--- config.mk ---
export PLATFORM = sky130hd
export DESIGN_NAME = lsu_tlbrd_retq
export DESIGN_NICKNAME = d
export VERILOG_FILES = /design/src/rtl/lsu_tlbrd_retq.sv
export SDC_FILE = /design/constraint.sdc
export NUM_CORES = 1
export LEC_CHECK = 0
export BUFFER_PORTS_ARGS = -buffer_cell sky130_fd_sc_hd__buf_2
export CAP_MARGIN = 5
export CORE_MARGIN = 8
export CORE_UTILIZATION = 55
export DETAILED_ROUTE_END_ITERATION = 10
export GPL_ROUTABILITY_DRIVEN = 1
export HOLD_SLACK_MARGIN = 0.08
export PLACE_DENSITY = 0.83
export SETUP_SLACK_MARGIN = 0.3
export SYNTH_ARGS = -nofsm -noshare
export SYNTH_HDL_FRONTEND = slang
export SYNTH_SLANG_ARGS = --single-unit
--- constraint.sdc ---
create_clock -name rclk -period 11 [get_ports rclk]
set_clock_uncertainty 0.05 [all_clocks]
set_input_delay 1.1 -clock rclk [delete_from_list [all_inputs] [get_ports rclk]]
set_output_delay 1.1 -clock rclk [all_outputs]
set_load 0.1 [all_outputs]
--- src/rtl/lsu_tlbrd_retq.sv ---
`default_nettype none
// ============================================================================
// Module   : lsu_tlbrd_retq
// Purpose  : Per-strand holding slots for TLB diag reads, round-robin ldxa
//            return arbitration, sticky parity status and first-error log.
// Revision : 1.0 - initial release
// ============================================================================
module lsu_tlbrd_retq #(
  parameter int NTHR = 4,
  parameter int DW   = 64
) (
  input  logic            rclk,
  input  logic            rst,
  input  logic            tlb_rd_vld_g,
  input  logic [1:0]      tlb_rd_tid_g,
  input  logic            tlb_rd_is_data_g,
  input  logic [DW-1:0]   lsu_tlb_rd_data,
  input  logic            tte_data_parity_error,
  input  logic            tte_tag_parity_error,
  input  logic            ret_ack,
  input  logic [NTHR-1:0] err_clr,
  output logic            ret_vld,
  output logic [1:0]      ret_tid,
  output logic [DW-1:0]   ret_data,
  output logic            ret_perr,
  output logic [NTHR-1:0] slot_busy,
  output logic            rd_ovf,
  output logic [NTHR-1:0] err_sticky,
  output logic            err_log_vld,
  output logic [1:0]      err_log_tid,
  output logic            err_log_type
);

  logic [NTHR-1:0] r_slot_vld;
  logic [DW-1:0]   r_slot_data [NTHR];
  logic [NTHR-1:0] r_slot_perr;
  logic            r_gnt_vld;
  logic [1:0]      r_gnt_tid;
  logic [1:0]      r_rr_ptr;
  logic            r_ovf;
  logic [NTHR-1:0] r_err_sticky;
  logic            r_log_vld;
  logic [1:0]      r_log_tid;
  logic            r_log_type;

  logic            w_ack;
  logic            w_tid_ok;
  logic            w_drain_same;
  logic            w_acc;
  logic            w_ovf;
  logic            w_perr_in;
  logic [NTHR-1:0] w_err_set;
  logic [1:0]      w_next_ptr;
  logic [NTHR-1:0] w_elig;
  logic [1:0]      w_base;
  logic            w_sel_vld;
  logic [1:0]      w_sel_tid;

  function automatic logic [1:0] f_wrap(input logic [1:0] base, input int off);
    int s;
    s = int'(base) + off;
    if (s >= NTHR) s = s - NTHR;
    return s[1:0];
  endfunction

  assign w_ack        = ret_ack & r_gnt_vld;
  assign w_tid_ok     = int'(tlb_rd_tid_g) < NTHR;
  assign w_drain_same = w_ack & (r_gnt_tid == tlb_rd_tid_g);
  assign w_acc        = tlb_rd_vld_g & w_tid_ok & (~r_slot_vld[tlb_rd_tid_g] | w_drain_same);
  assign w_ovf        = tlb_rd_vld_g & w_tid_ok & r_slot_vld[tlb_rd_tid_g] & ~w_drain_same;
  assign w_perr_in    = tlb_rd_is_data_g ? tte_data_parity_error : tte_tag_parity_error;
  assign w_err_set    = (w_acc & w_perr_in) ? (NTHR'(1) << tlb_rd_tid_g) : '0;
  assign w_next_ptr   = (int'(r_gnt_tid) == NTHR - 1) ? 2'd0 : r_gnt_tid + 2'd1;

  // On ack the acked slot is excluded even if refilled this cycle.
  always_comb begin
    w_elig    = r_slot_vld;
    w_base    = r_rr_ptr;
    w_sel_vld = 1'b0;
    w_sel_tid = 2'd0;
    if (w_ack) begin
      w_elig = r_slot_vld & ~(NTHR'(1) << r_gnt_tid);
      w_base = w_next_ptr;
    end
    for (int i = NTHR - 1; i >= 0; i--) begin
      if (w_elig[f_wrap(w_base, i)]) begin
        w_sel_vld = 1'b1;
        w_sel_tid = f_wrap(w_base, i);
      end
    end
  end

  always_ff @(posedge rclk) begin
    if (rst) begin
      r_slot_vld   <= '0;
      r_slot_perr  <= '0;
      for (int t = 0; t < NTHR; t++) r_slot_data[t] <= '0;
      r_gnt_vld    <= 1'b0;
      r_gnt_tid    <= 2'd0;
      r_rr_ptr     <= 2'd0;
      r_ovf        <= 1'b0;
      r_err_sticky <= '0;
      r_log_vld    <= 1'b0;
      r_log_tid    <= 2'd0;
      r_log_type   <= 1'b0;
    end else begin
      for (int t = 0; t < NTHR; t++) begin
        if (w_acc && (tlb_rd_tid_g == 2'(t))) begin
          r_slot_vld[t]  <= 1'b1;
          r_slot_data[t] <= lsu_tlb_rd_data;
          r_slot_perr[t] <= w_perr_in;
        end else if (w_ack && (r_gnt_tid == 2'(t))) begin
          r_slot_vld[t]  <= 1'b0;
        end
      end
      r_ovf <= w_ovf;
      if (!r_gnt_vld || ret_ack) begin
        r_gnt_vld <= w_sel_vld;
        if (w_sel_vld) r_gnt_tid <= w_sel_tid;
      end
      if (w_ack) r_rr_ptr <= w_next_ptr;
      r_err_sticky <= (r_err_sticky & ~err_clr) | w_err_set;
      if (!r_log_vld) begin
        if (w_acc && w_perr_in) begin
          r_log_vld  <= 1'b1;
          r_log_tid  <= tlb_rd_tid_g;
          r_log_type <= tlb_rd_is_data_g;
        end
      end else if (r_err_sticky == '0) begin
        r_log_vld <= 1'b0;
      end
    end
  end

  assign ret_vld      = r_gnt_vld;
  assign ret_tid      = r_gnt_tid;
  assign ret_data     = r_slot_data[r_gnt_tid];
  assign ret_perr     = r_slot_perr[r_gnt_tid];
  assign slot_busy    = r_slot_vld;
  assign rd_ovf       = r_ovf;
  assign err_sticky   = r_err_sticky;
  assign err_log_vld  = r_log_vld;
  assign err_log_tid  = r_log_tid;
  assign err_log_type = r_log_type;

endmodule
`default_nettype wire

==> metrics.md, run 1 <==
| Metric | Value |
|---|---|
| Vias per cell | `5.60` |
| GPL Wtd Cong | `approximately 0.85` |
| Async set-or-reset flop fraction in the synthesized netlist | `0%` |
| Register area share after synthesis | `between 60% and 70%` |
| PortBufs | `157` |
| Die width | `166 um` |
| Min-delay worst type | `flip-flop to flip-flop` |
| Clock Tree Buf Depth | `3` |
| Final worst-path cycle share | `~37%` |
| Pin count of the biggest net entering global routing | `66` |
| Synth warn | `0` |
| Area leader, netlist | `edfxtp_1` |
| Synth Flop Type | `edfxtp_1` |
| Total Wirelength | `around 26 mm` |
| Worst Path Class, Setup | `flip-flop to output port` |
| Fillcell total | `about 1600` |
| Top cell type's share of synthesized area | `61.8%` |
| Maximum vdd ir drop | `approximately 0.14 mV` |
| Drt first pass iters | `5` |
| Synth Area per Inst | `16.2 sq um` |
| Drt drc | `0` |
| Share of cells above drive strength 1 | `30.8%` |
| Final worst slack | `6.94 ns` |
| Worst slack, placed | `~7.0 ns` |
| Layout area overhead | `13.8%` |
| Tot GR Track Use | `between 15 and 20%` |
| Die ar. | `27700 sq um` |
| Fin crit period | `roughly 4 ns` |
| Unrepaired setup endpoints after global routing | `false` |
| PwrDens | `roughly 190 nW/um^2` |
| Worst-Margin Slew | `between 1 and 1.5 ns` |
| Fmax | `roughly 0.25 GHz` |
| First-pass GRT wire length | `40.7 mm` |
| Area of the mapped netlist | `between 10000 and 15000 sq um` |
| Reg clk slew, reported paths | `0.06 ns` |
| Starting utilization of the core area | `55.4%` |
| LEAKAGE | `~5.5 nW` |
| Dpl cell area | `13300 sq um` |
| CP required | `9.85 ns` |
| Root Driver | `clkbuf_16` |
| Post-route cell area | `14200 sq um` |
| H-tree Lvls | `1` |
| Final setup viols | `0` |
| Worst setup EP type | `output port` |
| Setup_tns | `0 ns` |
| Post-Syn Instances | `between 700 and 800` |
| Final Hold Viols | `0` |
| Most frequent cells in the layout | `and2_1, edfxtp_1, buf_2` |
| Row cnt | `55` |
| Netlist cell types | `52` |
| Crit path max fanout | `45` |
| Via count | `just under 7000` |
| Worst setup SP type | `flip-flop` |
| Finished Core Util | `~63%` |
| Clock Sinks | `280` |
| Status | `completed` |
| CP cell instances | `buf_4, mux4_2, buf_2` |
| Syn nets | `roughly 850` |
| Slew Viols, Final | `0` |
| WL/cell | `21.3 um` |
| Worst EP arrival | `about 2.9 ns` |
| Synth area leaders | `edfxtp_1, and2_1, mux4_2` |
| Resized cells post-CTS | `0` |
| CP max stage delay | `roughly 0.80 ns` |
| Overflow after GRT | `0` |
| Seq cells post-synth | `280` |
| Clock latency on the worst-skew pair | `0.52 ns` |
| NumNets Final | `995` |
| CTS buffer count | `28` |
| Setup Buffers After CTS | `0` |
| Slew margin rel. | `26.5%` |
| HPWL Detailed | `between 15 and 20 mm` |
| Detail Route Antenna Nets | `0` |
| CTS tree | `done` |
| Post-CTS Hold Fix Bufs | `0` |
| Slowest stage cell, crit path | `buf_4` |
| Drt initial violations | `~470` |
| Max cap viols | `0` |
| Initial antenna violation count | `5` |
| Post-synth EDFFs | `256` |
| I/O Pins | `158` |
| Total power | `roughly 0.0027 W` |
| Die height | `about 170 um` |
| Core area | `approximately 22000 sq um` |
| Vias in the first global route | `about 7300` |
[worst max-delay path: cells and delay by family, from the launching register on]
kind	cells	cell delay (ns)
buf+inv	2	1.11
mux	1	0.63
flops	1	0.61
[per-layer routing]
layer	routed length (um)	share of wire (%)	global-route usage, %	up-vias
li1	-	-	-	3137
met1	10400	40	22.2	3450
met2	13700	52	33.5	201
met3	1520	5.8	3.99	46
met4	476	1.8	4.78	8
met5	36	0.14	0	-
[registers in the layout (all words and copies together) (netlist names), named ones only]
signal	count
err_log_tid	2
err_log_type	1
err_log_vld	1
err_sticky	4
r_rr_ptr	2
r_slot_data	256
r_slot_perr	4
rd_ovf	1
ret_tid	2
ret_vld	1
slot_busy	4
[cell families after synthesis]
| group | after synthesis | share of synthesized area (%) |
|---|---|---|
| AO/OA/AOI/OAI | 46 | 3.00 |
| XOR/XNOR | 2 | 0.141 |
| adder cells (fa/ha/maj) | 4 | 0.402 |
| buffers and inverters | 66 | 3.81 |
| flip-flops | 280 | 65.7 |
| multiplexers | 67 | 12.0 |
| AND/OR/NAND/NOR | 305 | 14.9 |
[power by group]
part / switching [W] / internal [W] / total [W]
Sequential: 0.0000335 / 0.00123 / 0.00126
Combinational: 0.000400 / 0.000113 / 0.000513
Clock: 0.000376 / 0.000522 / 0.000898
Total: 0.000810 / 0.00186 / 0.00267
[area by class of cell]
class | count | area [sq um] | area share (%)
Clock inverter | 10 | 48.8 | 0.345
Timing Repair Buffer | 165 | 846 | 5.98
Antenna cell | 1 | 2.50 | 0.0177
Tap cell | 285 | 357 | 2.52
Sequential cell | 280 | 8180 | 57.8
Inverter | 15 | 58.8 | 0.415
Multi-Input combinational cell | 424 | 3830 | 27.1
Clock buffer | 41 | 832 | 5.88
[worst paths after layout]
check                 start                  to  slack (ns)  cells after the start
max               flip-flop        ret_data[62]        6.94                      3
min          r_slot_perr[1]      r_slot_perr[1]        0.43                      1
max reg2reg      ret_tid[1]  r_slot_data[3][45]        7.76                      5
min reg2reg  r_slot_perr[1]      r_slot_perr[1]        0.43                      1
[synth_stat cells, types with 2 or more instances]
| cell | count |
|---|---|
| edfxtp_1 | 256 |
| a311oi_1 | 3 |
| xor2_1 | 2 |
| dfxtp_1 | 24 |
| nor3_1 | 2 |
| nor3_2 | 3 |
| and2_1 | 256 |
| clkbuf_2 | 3 |
| and3_1 | 7 |
| inv_1 | 15 |
| a31o_2 | 4 |
| buf_4 | 2 |
| nand3_1 | 6 |
| ha_1 | 4 |
| o32ai_1 | 4 |
| mux4_2 | 66 |
| a31oi_1 | 2 |
| buf_1 | 5 |
| o2bb2ai_1 | 2 |
| a21oi_1 | 3 |
| nand2_1 | 9 |
| buf_8 | 15 |
| a21o_1 | 3 |
| o22ai_1 | 3 |
| buf_2 | 13 |
| o211ai_1 | 2 |
| buf_6 | 4 |
| clkbuf_1 | 9 |
| o21ai_0 | 4 |
| nand2b_1 | 2 |
| nor2_1 | 15 |
| a21boi_0 | 2 |
[through the flow]
stage	instances	hold slack, ns
floorplan	770	0.377
global placement	1169	0.395
detailed placement	1169	0.405
CTS	1220	0.422
global route	1221	0.447
finish	1221	0.426
(Power assumes the default switching activity.)
==> run 2, diff against run 1 <==
- clock period: 11 -> 3.82 ns (I/O delays scaled with it)
==> metrics.md, run 2 (synthesis gave the netlist of run 1 again) <==
| Metric | Value |
|---|---|
| Status | `completed` |
| Slew margin rel. | `34.0%` |
| Initial antenna violation count | `6` |
| CTS buffer count | `28` |
| Root Driver | `clkbuf_16` |
| Setup_tns | `0 ns` |
| Clock Tree Buf Depth | `3` |
| Die height | `~170 um` |
| Pin count of the biggest net entering global routing | `66` |
| Starting utilization of the core area | `around 55%` |
| Layout area overhead | `15.4%` |
| Vias in the first global route | `between 7000 and 8000` |
| Setup Buffers After CTS | `0` |
| Worst setup SP type | `flip-flop` |
| Finished Core Util | `between 60% and 70%` |
| Worst-Margin Slew | `approximately 0.98 ns` |
| Clock Sinks | `280` |
| Crit path max fanout | `23` |
| Final worst-path cycle share | `a little over four fifths` |
| Clock latency on the worst-skew pair | `between 0.5 and 0.6 ns` |
| Total Wirelength | `roughly 26 mm` |
| PwrDens | `about 540 nW/um^2` |
| Resized cells post-CTS | `0` |
| CTS tree | `done` |
| Max FFs per register | `approximately 260` |
| LEAKAGE | `roughly 5.6 nW` |
| Reg clk slew, reported paths | `around 0.060 ns` |
| Min-delay worst type | `primary input to flip-flop` |
| PortBufs | `between 150 and 200` |
| Worst EP arrival | `~3.4 ns` |
| Final Hold Viols | `0` |
| H-tree Lvls | `1` |
| CP required | `~4.0 ns` |
| Maximum vdd ir drop | `about 0.29 mV` |
| WL/cell | `between 20 and 25 um` |
| Met3 routed WL | `approximately 1.8 mm` |
| NumNets Final | `approximately 1000` |
| Drt first pass iters | `5` |
| Max cap viols | `0` |
| Overflow after GRT | `0` |
| Drt drc | `0` |
| Post-CTS Hold Fix Bufs | `4` |
| Drt initial violations | `494` |
| First-pass GRT wire length | `around 40 mm` |
| Most frequent cells in the layout | `and2_1, edfxtp_1, buf_2` |
| GPL Wtd Cong | `between 0.9 and 1` |
| Final setup viols | `0` |
| Detail Route Antenna Nets | `0` |
| Slew Viols, Final | `0` |
| Largest reg by FF count | `r_slot_data` |
| Worst Path Class, Setup | `flip-flop to flip-flop` |
| Tot GR Track Use | `about 19%` |
| Share of cells above drive strength 1 | `31.4%` |
| Core area | `between 20000 and 25000 sq um` |
| Top Layer Used | `met5` |
| HPWL Detailed | `about 15 mm` |
| Die ar. | `~28000 sq um` |
| Worst setup EP type | `flip-flop` |
| Met2 Wirelength | `between 10 and 15 mm` |
| Fillcell total | `1606` |
| Vias per cell | `roughly 5.6` |
| WL met1 | `about 11 mm` |
| I/O Pins | `approximately 160` |
| Row cnt | `55` |
| Unrepaired setup endpoints after global routing | `false` |
| Fin crit period | `between 3 and 4 ns` |
| Fmax | `between 0.3 and 0.4 GHz` |
| Die width | `between 150 and 200 um` |
| Via count | `approximately 6900` |
-- run 2: cell count changes in the layout (fill, tap and decap cells not counted), moves of 3 or more --
cell	change
bufinv_16	+3
buf_12	+7
clkinv_2	+3
clkbuf_8	-4
buf_4	-3
dlygate4sd3_1	+4
-- run 2: worst paths after layout --
path                                      from            endpoint  slack, ns  cells past startpoint
worst max-delay path                   ret_vld  r_slot_data[3][36]       0.59                      5
worst min-delay path                err_clr[3]       err_sticky[3]       0.10                      3
worst max register to register         ret_vld  r_slot_data[3][36]       0.59                      5
worst min register to register  r_slot_perr[2]      r_slot_perr[2]       0.43                      1
-- run 2: power by group --
| group | switching (W) | internal (W) | leakage, nW |
|---|---|---|---|
| registers | 0.0000838 | 0.00353 | 2.88 |
| clock network | 0.00110 | 0.00158 | 0.455 |
| logic | 0.00117 | 0.000347 | 2.23 |
| total | 0.00235 | 0.00546 | 5.56 |
-- run 2: final cells by class --
cell class | count | area [sq um] | share of cell area [%]
Clock buffer | 34 | 744 | 5.19
Antenna cell | 3 | 7.51 | 0.0523
Timing Repair Buffer | 173 | 1000 | 6.99
Sequential cell | 280 | 8180 | 57.0
Tap cell | 285 | 357 | 2.49
Inverter | 15 | 63.8 | 0.445
Clock inverter | 18 | 160 | 1.12
Multi-Input combinational cell | 424 | 3830 | 26.7
-- run 2: per-layer routing --
metal,vias to the layer above,GRT usage (%)
met5,-,0
met4,6,4.54
met3,35,4.75
met2,227,31.8
met1,3499,23.4
li1,3173,-
-- run 2: stage by stage --
| step | hold WS [ns] | std cells | total power, W | area, sq um | setup WS (ns) |
|---|---|---|---|---|---|
| 6_report | 0.103 | 1232 | 0.00781 | 14300 | 0.593 |
| 4_1_cts | 0.0835 | 1229 | 0.00787 | 14300 | 0.620 |
| 3_3_place_gp | 0.417 | 1173 | 0.00519 | 13400 | 0.632 |
| 3_5_place_dp | 0.408 | 1173 | 0.00521 | 13400 | 0.522 |
| 2_1_floorplan | 0.377 | 770 | 0.00489 | 12500 | 0.338 |
| 5_1_grt | 0.0932 | 1232 | 0.00806 | 14300 | 0.436 |
-- run 2: critical path, cell delays in order (launching register included) --
cell     delay, ns
dfxtp_1       0.51
nand2_1       0.19
o31ai_2       0.85
nand2_1       0.26
o21ai_4       0.77
buf_12        0.27
